==> src/rtl/stopwatch_ctrl.sv <==
// stopwatch_ctrl: run/pause/clear sequencer with one-second prescaler and minute counter.
// Lap capture is built only when LAP_CAPTURE_EN is defined; otherwise lap outputs read 0.
module stopwatch_ctrl #(
    parameter int TICK_DIV = 50_000_000,
    parameter int MAX_MIN  = 99
) (
    input  logic       clk,
    input  logic       rst,
    input  logic       btn_start_stop,
    input  logic       btn_clear,
    input  logic       btn_lap,
    input  logic [5:0] sec_value,
    input  logic       sec_rollover,
    output logic       cnt_enable,
    output logic       cnt_clear,
    output logic [6:0] minutes,
    output logic [1:0] state,
    output logic       done,
    output logic [6:0] lap_min,
    output logic [5:0] lap_sec,
    output logic       lap_valid
);
    localparam int PW = (TICK_DIV > 1) ? $clog2(TICK_DIV) : 1;
    localparam logic [1:0] IDLE  = 2'b00;
    localparam logic [1:0] RUN   = 2'b01;
    localparam logic [1:0] PAUSE = 2'b10;
    localparam logic [1:0] DONE  = 2'b11;
    localparam logic [PW-1:0] P_LAST = PW'(TICK_DIV - 1);
    localparam logic [6:0] M_MAX = 7'(MAX_MIN);

    logic [PW-1:0] presc;
    logic [1:0]    state_q, state_d;
    logic [6:0]    min_q;
    logic          tick, at_max;

    assign tick       = state_q == RUN && presc == P_LAST;
    assign at_max     = min_q == M_MAX && sec_value == 6'd59;
    assign cnt_enable = tick && !at_max;

    // The final tick at MAX_MIN:59 outranks a coincident start_stop so the display freezes.
    always_comb begin
        state_d = state_q;
        if (btn_clear)
            state_d = IDLE;
        else if (state_q == IDLE)
            state_d = btn_start_stop ? RUN : IDLE;
        else if (state_q == RUN)
            state_d = (tick && at_max) ? DONE : btn_start_stop ? PAUSE : RUN;
        else if (state_q == PAUSE)
            state_d = btn_start_stop ? RUN : PAUSE;
    end

    always_ff @(posedge clk or posedge rst) begin
        if (rst) begin
            state_q   <= IDLE;
            presc     <= '0;
            min_q     <= '0;
            cnt_clear <= 1'b0;
        end else begin
            state_q   <= state_d;
            cnt_clear <= btn_clear;
            presc     <= (btn_clear || state_q == IDLE || tick) ? '0 :
                         (state_q == RUN) ? presc + PW'(1) : presc;
            min_q     <= btn_clear ? 7'd0 :
                         (sec_rollover && state_q == RUN && min_q != M_MAX) ? min_q + 7'd1 : min_q;
        end
    end

    assign minutes = min_q;
    assign state   = state_q;
    assign done    = state_q == DONE;

`ifdef LAP_CAPTURE_EN
    logic [6:0] lap_min_q;
    logic [5:0] lap_sec_q;
    logic       lap_valid_q;

    always_ff @(posedge clk or posedge rst) begin
        if (rst || btn_clear) begin
            lap_min_q   <= '0;
            lap_sec_q   <= '0;
            lap_valid_q <= 1'b0;
        end else if (btn_lap && (state_q == RUN || state_q == PAUSE)) begin
            lap_min_q   <= min_q;
            lap_sec_q   <= sec_value;
            lap_valid_q <= 1'b1;
        end
    end

    assign lap_min   = lap_min_q;
    assign lap_sec   = lap_sec_q;
    assign lap_valid = lap_valid_q;
`else
    logic unused_lap;
    assign unused_lap = btn_lap;
    assign lap_min    = '0;
    assign lap_sec    = '0;
    assign lap_valid  = 1'b0;
`endif
endmodule

==> config.mk <==
export PLATFORM = sky130hd
export DESIGN_NAME = stopwatch_ctrl
export DESIGN_NICKNAME = d
export VERILOG_FILES = /design/src/rtl/stopwatch_ctrl.sv
export SDC_FILE = /design/constraint.sdc
export NUM_CORES = 1
export LEC_CHECK = 0
export CAP_MARGIN = 20
export CORE_MARGIN = 10
export CORE_UTILIZATION = 41
export CTS_BUF_LIST = sky130_fd_sc_hd__clkbuf_16
export DETAILED_ROUTE_END_ITERATION = 7
export HOLD_SLACK_MARGIN = 0.12
export PLACE_DENSITY = 0.74
export REMOVE_ABC_BUFFERS = 1
export SKIP_LAST_GASP = 1
export SLEW_MARGIN = 20
export SYNTH_ARGS = -nofsm -noshare
export SYNTH_HDL_FRONTEND = slang
export SYNTH_SLANG_ARGS = --single-unit
==> constraint.sdc <==
create_clock -name clk -period 2.2 [get_ports clk]
set_input_delay 0.22 -clock clk [delete_from_list [all_inputs] [get_ports clk]]
set_output_delay 0.22 -clock clk [all_outputs]
set_load 0.03 [all_outputs]
## Word level (Yosys, flattened, before mapping)

Index checks and enable logic that the tools add are counted.

| storage, ports and cells | value |
|---|---|
| flip-flop bits (word level) | 36 |
| input port bits | 12 |
| output and inout bits | 26 |
| word-level logic and storage cells | 38 |

| cells by class | value |
|---|---|
| add/subtract/negate cells | 2 |
| equality and inequality tests | 7 |
| mux-type cells | 12 |
| reductions and logical operators | 13 |

Operators by type and width:

| cell | number |
|---|---|
| $mux W26 | 2 |
| $add A26 B1 Y26 const B | 1 |
| $eq A26 B26 Y1 const B | 1 |
| $mux W2 | 7 |
| $mux W7 | 2 |
| $add A7 B1 Y7 const B | 1 |
| $eq A7 B7 Y1 const B | 1 |
| $ne A7 B7 Y1 const B | 1 |
| $eq A6 B6 Y1 const B | 1 |
| $logic_and A1 B1 Y1 | 6 |
| $eq A2 B2 Y1 const B | 2 |
| $reduce_bool A2 Y1 | 2 |
| $reduce_bool A4 Y1 | 1 |
| $eq A2 B1 Y1 const B | 1 |
| $logic_not A2 Y1 | 1 |
| $logic_or A1 B1 Y1 | 2 |
| $logic_not A1 Y1 | 1 |
| $mux W1 | 1 |

## Logic depth before layout (Yosys ltp)

Gate-level depths: netlist (run 1).

| depth | value |
|---|---|
| word-level depth | 7 |
| mapped depth | 7 |
| mapped depth without buffers | 6 |

## Worst setup path before layout (run 1)

No wires, ideal clock.

| path | value |
|---|---|
| path type | reg2out |
| start point | reg presc[8] |
| end point | out cnt_enable |
| data arrival time | 2034 ps |
| data required time | 1980 ps |
| path slack | -54 ps |
| cell stages (with the launch flop) | 5 |
| path buffers | 0 |
| path through | dfrtp_1 > or4b_1 > nor4_2 > nand2_1 > nor3_1 |

| between the ends | value |
|---|---|
| word-level cells in the longest chain between the ends | 3 |

Ends and longest elaborated chain:

| element | RTL line | source |
|---|---|---|
| from (decl) | 31 | `logic [PW-1:0] presc;` |
| from (signal assigned) | 62 | `presc <= (btn_clear \|\| state_q == IDLE \|\| tick) ? '0 :` |
| $eq A26 B26 Y1 | 36 | `assign tick = state_q == RUN && presc == P_LAST;` |
| $logic_and A1 B1 Y1 | 36 |  |
| $logic_and A1 B1 Y1 | 38 | `assign cnt_enable = tick && !at_max;` |
| to (decl) | 14 | `output logic cnt_enable,` |

Every way passes these cells.

## Final worst setup path (run 1)

| path | value |
|---|---|
| start point | reg presc[10] |
| end point | out cnt_enable |

The elaborated chain is that of the path after synthesis.

==> results.toml, run 1 <==
[sta]
fin_ws_ns = 0.0295
clock-skew-final_ns = 0.00447
fin_crit_ns = 2.17
final-setup-viol-count = 0
rsz0062_at_grt = "true"
fin_crit_sh_pct = 98.7
clock.fmax_mhz = 461
maxSlewViolCount = 0
hold_viol_final = 0
whs_ns = 0.345

[logic_synthesis]
yosysWarnings = 0
synth_compound_area_share_pct = 4.97
ys_types = 48
synth-async-reset-ratio_pct = 100
ys_ff_latch = 36
seq_area_frac_synth_pct = 43.7
synth_edf_count = 0
synth_top_family_by_area = "simple AND/OR/NAND/NOR gates"
syn_inst = 213
synth_xor_area_share_pct = 11.0
synthMuxAreaShare_pct = 1.46
yosys.area_share.simple_pct = 29.8
syn_area_mm2 = 0.00206
synthAdderAreaFrac_pct = 1.21
synth_ff_type = "dfrtp_1"
synth_area_per_cell_um2 = 9.69

[detailed_routing]
dr.pass1.iters = 4
detail_route.drc_violations = 0
vias = 1704
wl_um = 4920
wl_per_cell_um = 15.1
via_per_inst = 5.21
drt_iter0_markers = 137
ant_nets = 0

[placement]
place_area_mm2 = 0.00235
io_buffers = 22
pre_cts_slack_ns = 0.0597
place_congestion = 0.831
dpl.hpwl_um = 3370

[global_routing]
antenna_found_initial = 0
grt_overflow = 0
grt_pass1_vias = 1762
grt_first_pass_wirelength_um = 8630
track_usage_pct = 12.4
grt_max_degree = 37

[clock_tree]
cts_root_buf = "clkbuf_16"
cts_max_level = 2
clk_pin_slew_worst_paths_ns = 0.06
cts_max_path_buffers = 2
cts_tree = "yes"
clk_latency_ns = 0.28
cts_made_buffers = 5
cts.sinks = 36

[cells_and_area]
diodes = 0
fillCellCount = 440
nets = 273
drive_above_1_share_pct = 19.6
seq_area_um2 = 902
syn_to_final_growth_pct = 28.3
multi_input_area_mm2 = 0.00109
utilization_pct = 55.3
stdcell_area_mm2 = 0.00265

[setup_path]
crit_required_ns = 1.98
worstPathCellList = "or4b_4, nor4_4, nand2_2, nor3_2, buf_4"
r2r_cells = 6
cpPeakStageDelay_ns = 0.56
slowest_stage = "or4b_4"
endpoint_kind = "output pin"
crit_family = "simple AND/OR/NAND/NOR gates"
crit_buf_inv = 1
start_kind = "flop"
worstSetupPathType = "flop to output pin"
r2r_slack_ns = 0.07
r2r-end = "state[0]$_DFFE_PP0P_"
crit_arrival_ns = 1.95
cp_max_fo = 4
crit-reg2reg-launch = "presc[10]$_DFFE_PP0P_"

[die]
io_pins = 38
coreArea_mm2 = 0.00479
die_y_um = 90.9
num_rows = 25
fp.dieW_um = 90.9
start_util_pct = 43.1
dieArea_mm2 = 0.00827

[power]
finalPower_mw = 1.61
p_leak_nw = 1.09
ir_worst_vdd_v = 0.000342
power_density_mw_per_mm2 = 608

[min_path]
hold_path_class = "input pin to asynchronous set/reset pin"

[flow_run]
drv_cap = 0

[status]
outcome = "finished, final reports clean"
==> per-stage QoR <==
stage	std cells	TNS (ns)
detailed placement	306	0
finish	327	0
global route	327	-0.0660
global placement	306	0
CTS	322	0
floorplan	206	-0.0541
==> where the power goes <==
| group | total, mW | internal, mW | switching [mW] |
|---|---|---|---|
| logic | 0.136 | 0.0454 | 0.0903 |
| clock network | 0.794 | 0.528 | 0.266 |
| registers | 0.678 | 0.668 | 0.00993 |
==> repair_timing <==
item / CTS / global route
pin swaps: 4 / 4
buffers inserted: 8 / 6
hold buffers: 0 / 0
resized for setup: 0 / 8
endpoints found under the setup margin: 1 / 4
==> per-layer routing <==
metal	global-route usage, %	up-vias	wire length, µm
li1	-	814	-
met1	15.1	831	2260
met3	4.94	8	359
met4	4.18	0	67
met5	0	-	0
met2	19.3	51	2240
==> worst register-to-register path, cell delays in order, from the launching register on <==
cell and delay [ns]:
dfrtp_1 0.40, or4b_4 0.56, nor4_4 0.28, nand2_2 0.12
buf_4 0.17, or3b_1 0.37, a31oi_1 0.17
==> flip-flops by register name (all words and copies together) (netlist names) <==
signal / cells
cnt_clear: 1
minutes: 7
presc: 26
state: 2
==> kinds of logic after synthesis <==
kind of cell | count (synthesis)
muxes | 3
xor gates and xnor gates | 26
DFF | 36
adders and majority gates | 2
AOI/OAI and AO/OA | 15
other | 1
buffers and inverters | 23
and+or+nand+nor | 107
==> synthesized netlist by cell type (all sizes together) (4+ instances only) <==
| master | n | area, µm² |
|---|---|---|
| or4 | 5 | 46.3 |
| nor2 | 33 | 124 |
| a31oi | 4 | 25.0 |
| nand2 | 13 | 56.3 |
| buf | 17 | 126 |
| nand4 | 10 | 62.6 |
| a21oi | 4 | 23.8 |
| nor4 | 7 | 50.1 |
| xnor2 | 15 | 131 |
| nor3 | 5 | 25.0 |
| xor2 | 11 | 96.3 |
| dfrtp | 36 | 901 |
| nand3 | 13 | 77.6 |
==> layout make-up <==
cell class                      count  share of cell area (%)
Clock buffer                        5                    4.73
Clock inverter                      3                    1.47
Inverter                            3                   0.426
Multi-Input combinational cell    167                    41.1
Sequential cell                    36                    34.1
Tap cell                           67                    3.17
Timing Repair Buffer               46                    15.0
==> cells in the final DEF, fill, tap and decap left out, types with 3 or more instances in the layout <==
cell             instances
xor2_1                  11
a21oi_1                  3
dfrtp_1                 35
mux2i_1                  3
nor2_1                  33
xnor2_1                 15
and4b_1                  3
nand3_1                 12
nand4_1                 10
nor4_1                   6
nor3_1                   4
conb_1                  14
clkbuf_16                5
buf_4                   25
clkdlybuf4s50_1         21
inv_1                    4
nand2_1                 11
a31oi_1                  3
==> worst max-delay path by stage <==
stage | depth (start not counted) | to | slack, ns | startpoint
detailed placement | 6 | presc[25]$_DFFE_PP0P_ | 0.06 | btn_clear
CTS | 5 | cnt_enable | 0.004 | presc[11]$_DFFE_PP0P_
finish | 5 | cnt_enable | 0.03 | presc[10]$_DFFE_PP0P_
global placement | 6 | presc[25]$_DFFE_PP0P_ | 0.1 | btn_clear
floorplan | 4 | cnt_enable | -0.05 | presc[8]$_DFFE_PP0P_
global route | 5 | cnt_enable | -0.06 | presc[10]$_DFFE_PP0P_
No activity file was read; power rests on OpenSTA's default activity.
==> run 2: changes to the inputs <==
--- a/config.mk
+++ b/config.mk
@@ -5,13 +5,15 @@
 export SDC_FILE = /design/constraint.sdc
 export NUM_CORES = 1
 export LEC_CHECK = 0
+export ABC_AREA = 1
 export CAP_MARGIN = 20
 export CORE_MARGIN = 10
 export CORE_UTILIZATION = 41
 export CTS_BUF_LIST = sky130_fd_sc_hd__clkbuf_16
 export DETAILED_ROUTE_END_ITERATION = 7
 export HOLD_SLACK_MARGIN = 0.12
-export PLACE_DENSITY = 0.74
+export MAX_ROUTING_LAYER = met4
+export PLACE_DENSITY = 0.73
 export REMOVE_ABC_BUFFERS = 1
 export SKIP_LAST_GASP = 1
 export SLEW_MARGIN = 20
==> constraint.sdc (replaced) <==
create_clock -name clk -period 2.2 [get_ports clk]
set_input_delay 0.22 -clock clk [delete_from_list [all_inputs] [get_ports clk]]
set_output_delay 0.22 -clock clk [all_outputs]
set_load 0.05 [all_outputs]
==> run 2 against run 1 <==
Register-to-register slack improved by 0.38 ns. Cell count increased by 33%. Fmax increased by 8.3%. Sequential share of layout area decreased by 1.3 points. Final area rose by 3.9%. Synthesized cell count rose by 56%. Clock skew increased by 0.00050 ns. Critical path type unchanged. Largest cell class unchanged. Highest routed layer unchanged.
==> results.toml, run 2 <==
[status]
outcome = "finished, final reports clean"

[cells_and_area]
stdcell_area_mm2 = 0.00275
largest_reg_flops = 26
layout_commonest_cell = "nand2_1"
syn_to_final_growth_pct = 17.5
layout_common_cells = "nand2_1, nor2_1, inv_1"
drive_above_1_share_pct = 10.2
regMostFlops = "presc"
nets = 375
diodes = 0
fillCellCount = 558

[clock_tree]
post_cts_buffers = 0
cts_resized = 0
holdBufCountCts = 0
clk_latency_ns = 0.28
cts.sinks = 36
cts_root_buf = "clkbuf_16"
cts_tree = "yes"
cts_max_level = 2
cts_max_path_buffers = 2
clk_pin_slew_worst_paths_ns = 0.06
cts_made_buffers = 5

[setup_path]
crit_arrival_ns = 1.78
endpoint_kind = "output pin"
startpoint = "presc[0]$_DFFE_PP0P_"
crit-reg2reg-launch = "state[1]$_DFFE_PP0P_"
cp_max_fo = 4
worstSetupPathType = "flop to output pin"
crit_required_ns = 1.98
start_kind = "flop"

[global_routing]
grt_max_degree = 37
grt_first_pass_wirelength_um = 8900
track_usage_pct = 12.4
grt_overflow = 0
grt_pass1_vias = 1958
antenna_found_initial = 0

[flow_run]
drv_cap = 0

[sta]
fin_setup_tns_ns = 0
fin_crit_ns = 2.00
whs_ns = 0.343
clock.fmax_mhz = 499
rsz0062_at_grt = "false"
worst_pin_slew_ns = 0.506
clock-skew-final_ns = 0.00497
maxSlewViolCount = 0
relSlewSlack_pct = 66.2
final-setup-viol-count = 0
hold_viol_final = 0
fin_crit_sh_pct = 91.1

[logic_synthesis]
yosys.area_share.simple_pct = 37.5
synth_xor_area_share_pct = 2.62
ys_ff_latch = 36
synthMuxAreaShare_pct = 0
yosysWarnings = 0
yosys.area.top_type = "dfrtp_1"
synth_compound_area_share_pct = 6.90
synth_area_leaders = "dfrtp_1, nand2_1, nor2_1"
synthAdderAreaFrac_pct = 1.07
synth_commonest_cells = "nand2_1, nor2_1, inv_1, dfrtp_1, nand3_1"
ys_types = 33
syn_area_mm2 = 0.00234
syn_inst = 333
seq_area_frac_synth_pct = 38.5
synth-async-reset-ratio_pct = 100
yosys.cell_count.top_type = "nand2_1"
synth_area_per_cell_um2 = 7.02
synth_ff_type = "dfrtp_1"
netlist.area_leader.share_pct = 38.5
synth_edf_count = 0
synth_top_family_by_area = "simple AND/OR/NAND/NOR gates"

[die]
io_pins = 38
fp.dieW_um = 95.5
num_rows = 27
start_util_pct = 42.5
coreArea_mm2 = 0.00551
dieArea_mm2 = 0.00912
die_y_um = 95.5

[power]
ir_worst_vdd_v = 0.000426
p_leak_nw = 1.22
power_density_mw_per_mm2 = 572

[detailed_routing]
wl_um = 5270
dr.pass1.iters = 4
ant_nets = 0
vias = 2079
detail_route.drc_violations = 0
via_per_inst = 4.79
wl_per_cell_um = 12.1
drt_iter0_markers = 138

[min_path]
hold_path_class = "input pin to asynchronous set/reset pin"

[placement]
io_buffers = 22
place_congestion = 0.871
dpl.hpwl_um = 4010
place_area_mm2 = 0.00261
[run 2: per-stage QoR]
step | instances | total power, mW | worst slack, ns | util [%]
floorplan | 328 | 0.831 | 0.0594 | -
global placement | 426 | 0.893 | 0.491 | 47.3
detailed placement | 426 | 0.895 | 0.476 | 47.3
CTS | 434 | 1.59 | 0.183 | 49.9
global route | 434 | 1.62 | 0.0784 | 49.9
finish | 434 | 1.57 | 0.195 | 49.9
[run 2: critical path: stages, from the launching register on]
cell and delay (ns):
dfrtp_1 0.40, ha_1 0.18, nand3_1 0.16, inv_2 0.10, nand2_2 0.08, nor2_2 0.14
nand2_2 0.09, nor2_1 0.19, buf_12 0.17
[run 2: worst paths after layout]
kind / slack (ns) / cells after the start / endpoint
min in group clk: 0.57 / 2 / presc[1]$_DFFE_PP0P_
hold reg to reg: 0.57 / 2 / presc[1]$_DFFE_PP0P_
setup reg to reg: 0.45 / 8 / presc[16]$_DFFE_PP0P_
max in group asynchronous: 1.54 / 3 / presc[2]$_DFFE_PP0P_
setup / recovery: 0.20 / 8 / cnt_enable
hold / removal: 0.34 / 3 / presc[14]$_DFFE_PP0P_
[run 2: layout make-up]
cell class              count  area (µm²)  share of cell area [%]
multi-input cells         245        1180                    42.8
well taps                  72        90.1                    3.28
repair buffers             26         260                    9.47
inverters                  47         176                    6.42
clock inverters             3        18.8                   0.683
clock buffers               5         125                    4.55
flip-flops and latches     36         901                    32.8
[run 2: cell families after synthesis]
group,after synthesis
DFF,36
other,1
AOI/OAI and AO/OA,29
adders and majority gates,2
xor gates and xnor gates,7
buffers and inverters,65
and+or+nand+nor,193
[run 2: report_power, final]
part	leakage, nW	switching (mW)	internal (mW)
clock network	0.0736	0.273	0.417
registers	0.499	0.00798	0.670
logic	0.645	0.154	0.0507
total	1.22	0.435	1.14
[run 2: metal layers]
| metal | wire [µm] | GRT usage (%) | up-vias | share of wire [%] |
|---|---|---|---|---|
| li1 | - | - | 1073 | - |
| met1 | 2440 | 15.2 | 950 | 46 |
| met2 | 2520 | 19.3 | 51 | 48 |
| met3 | 279 | 4.08 | 5 | 5.3 |
| met4 | 31 | 2.58 | 0 | 0.59 |
| met5 | 0 | - | - | 0 |
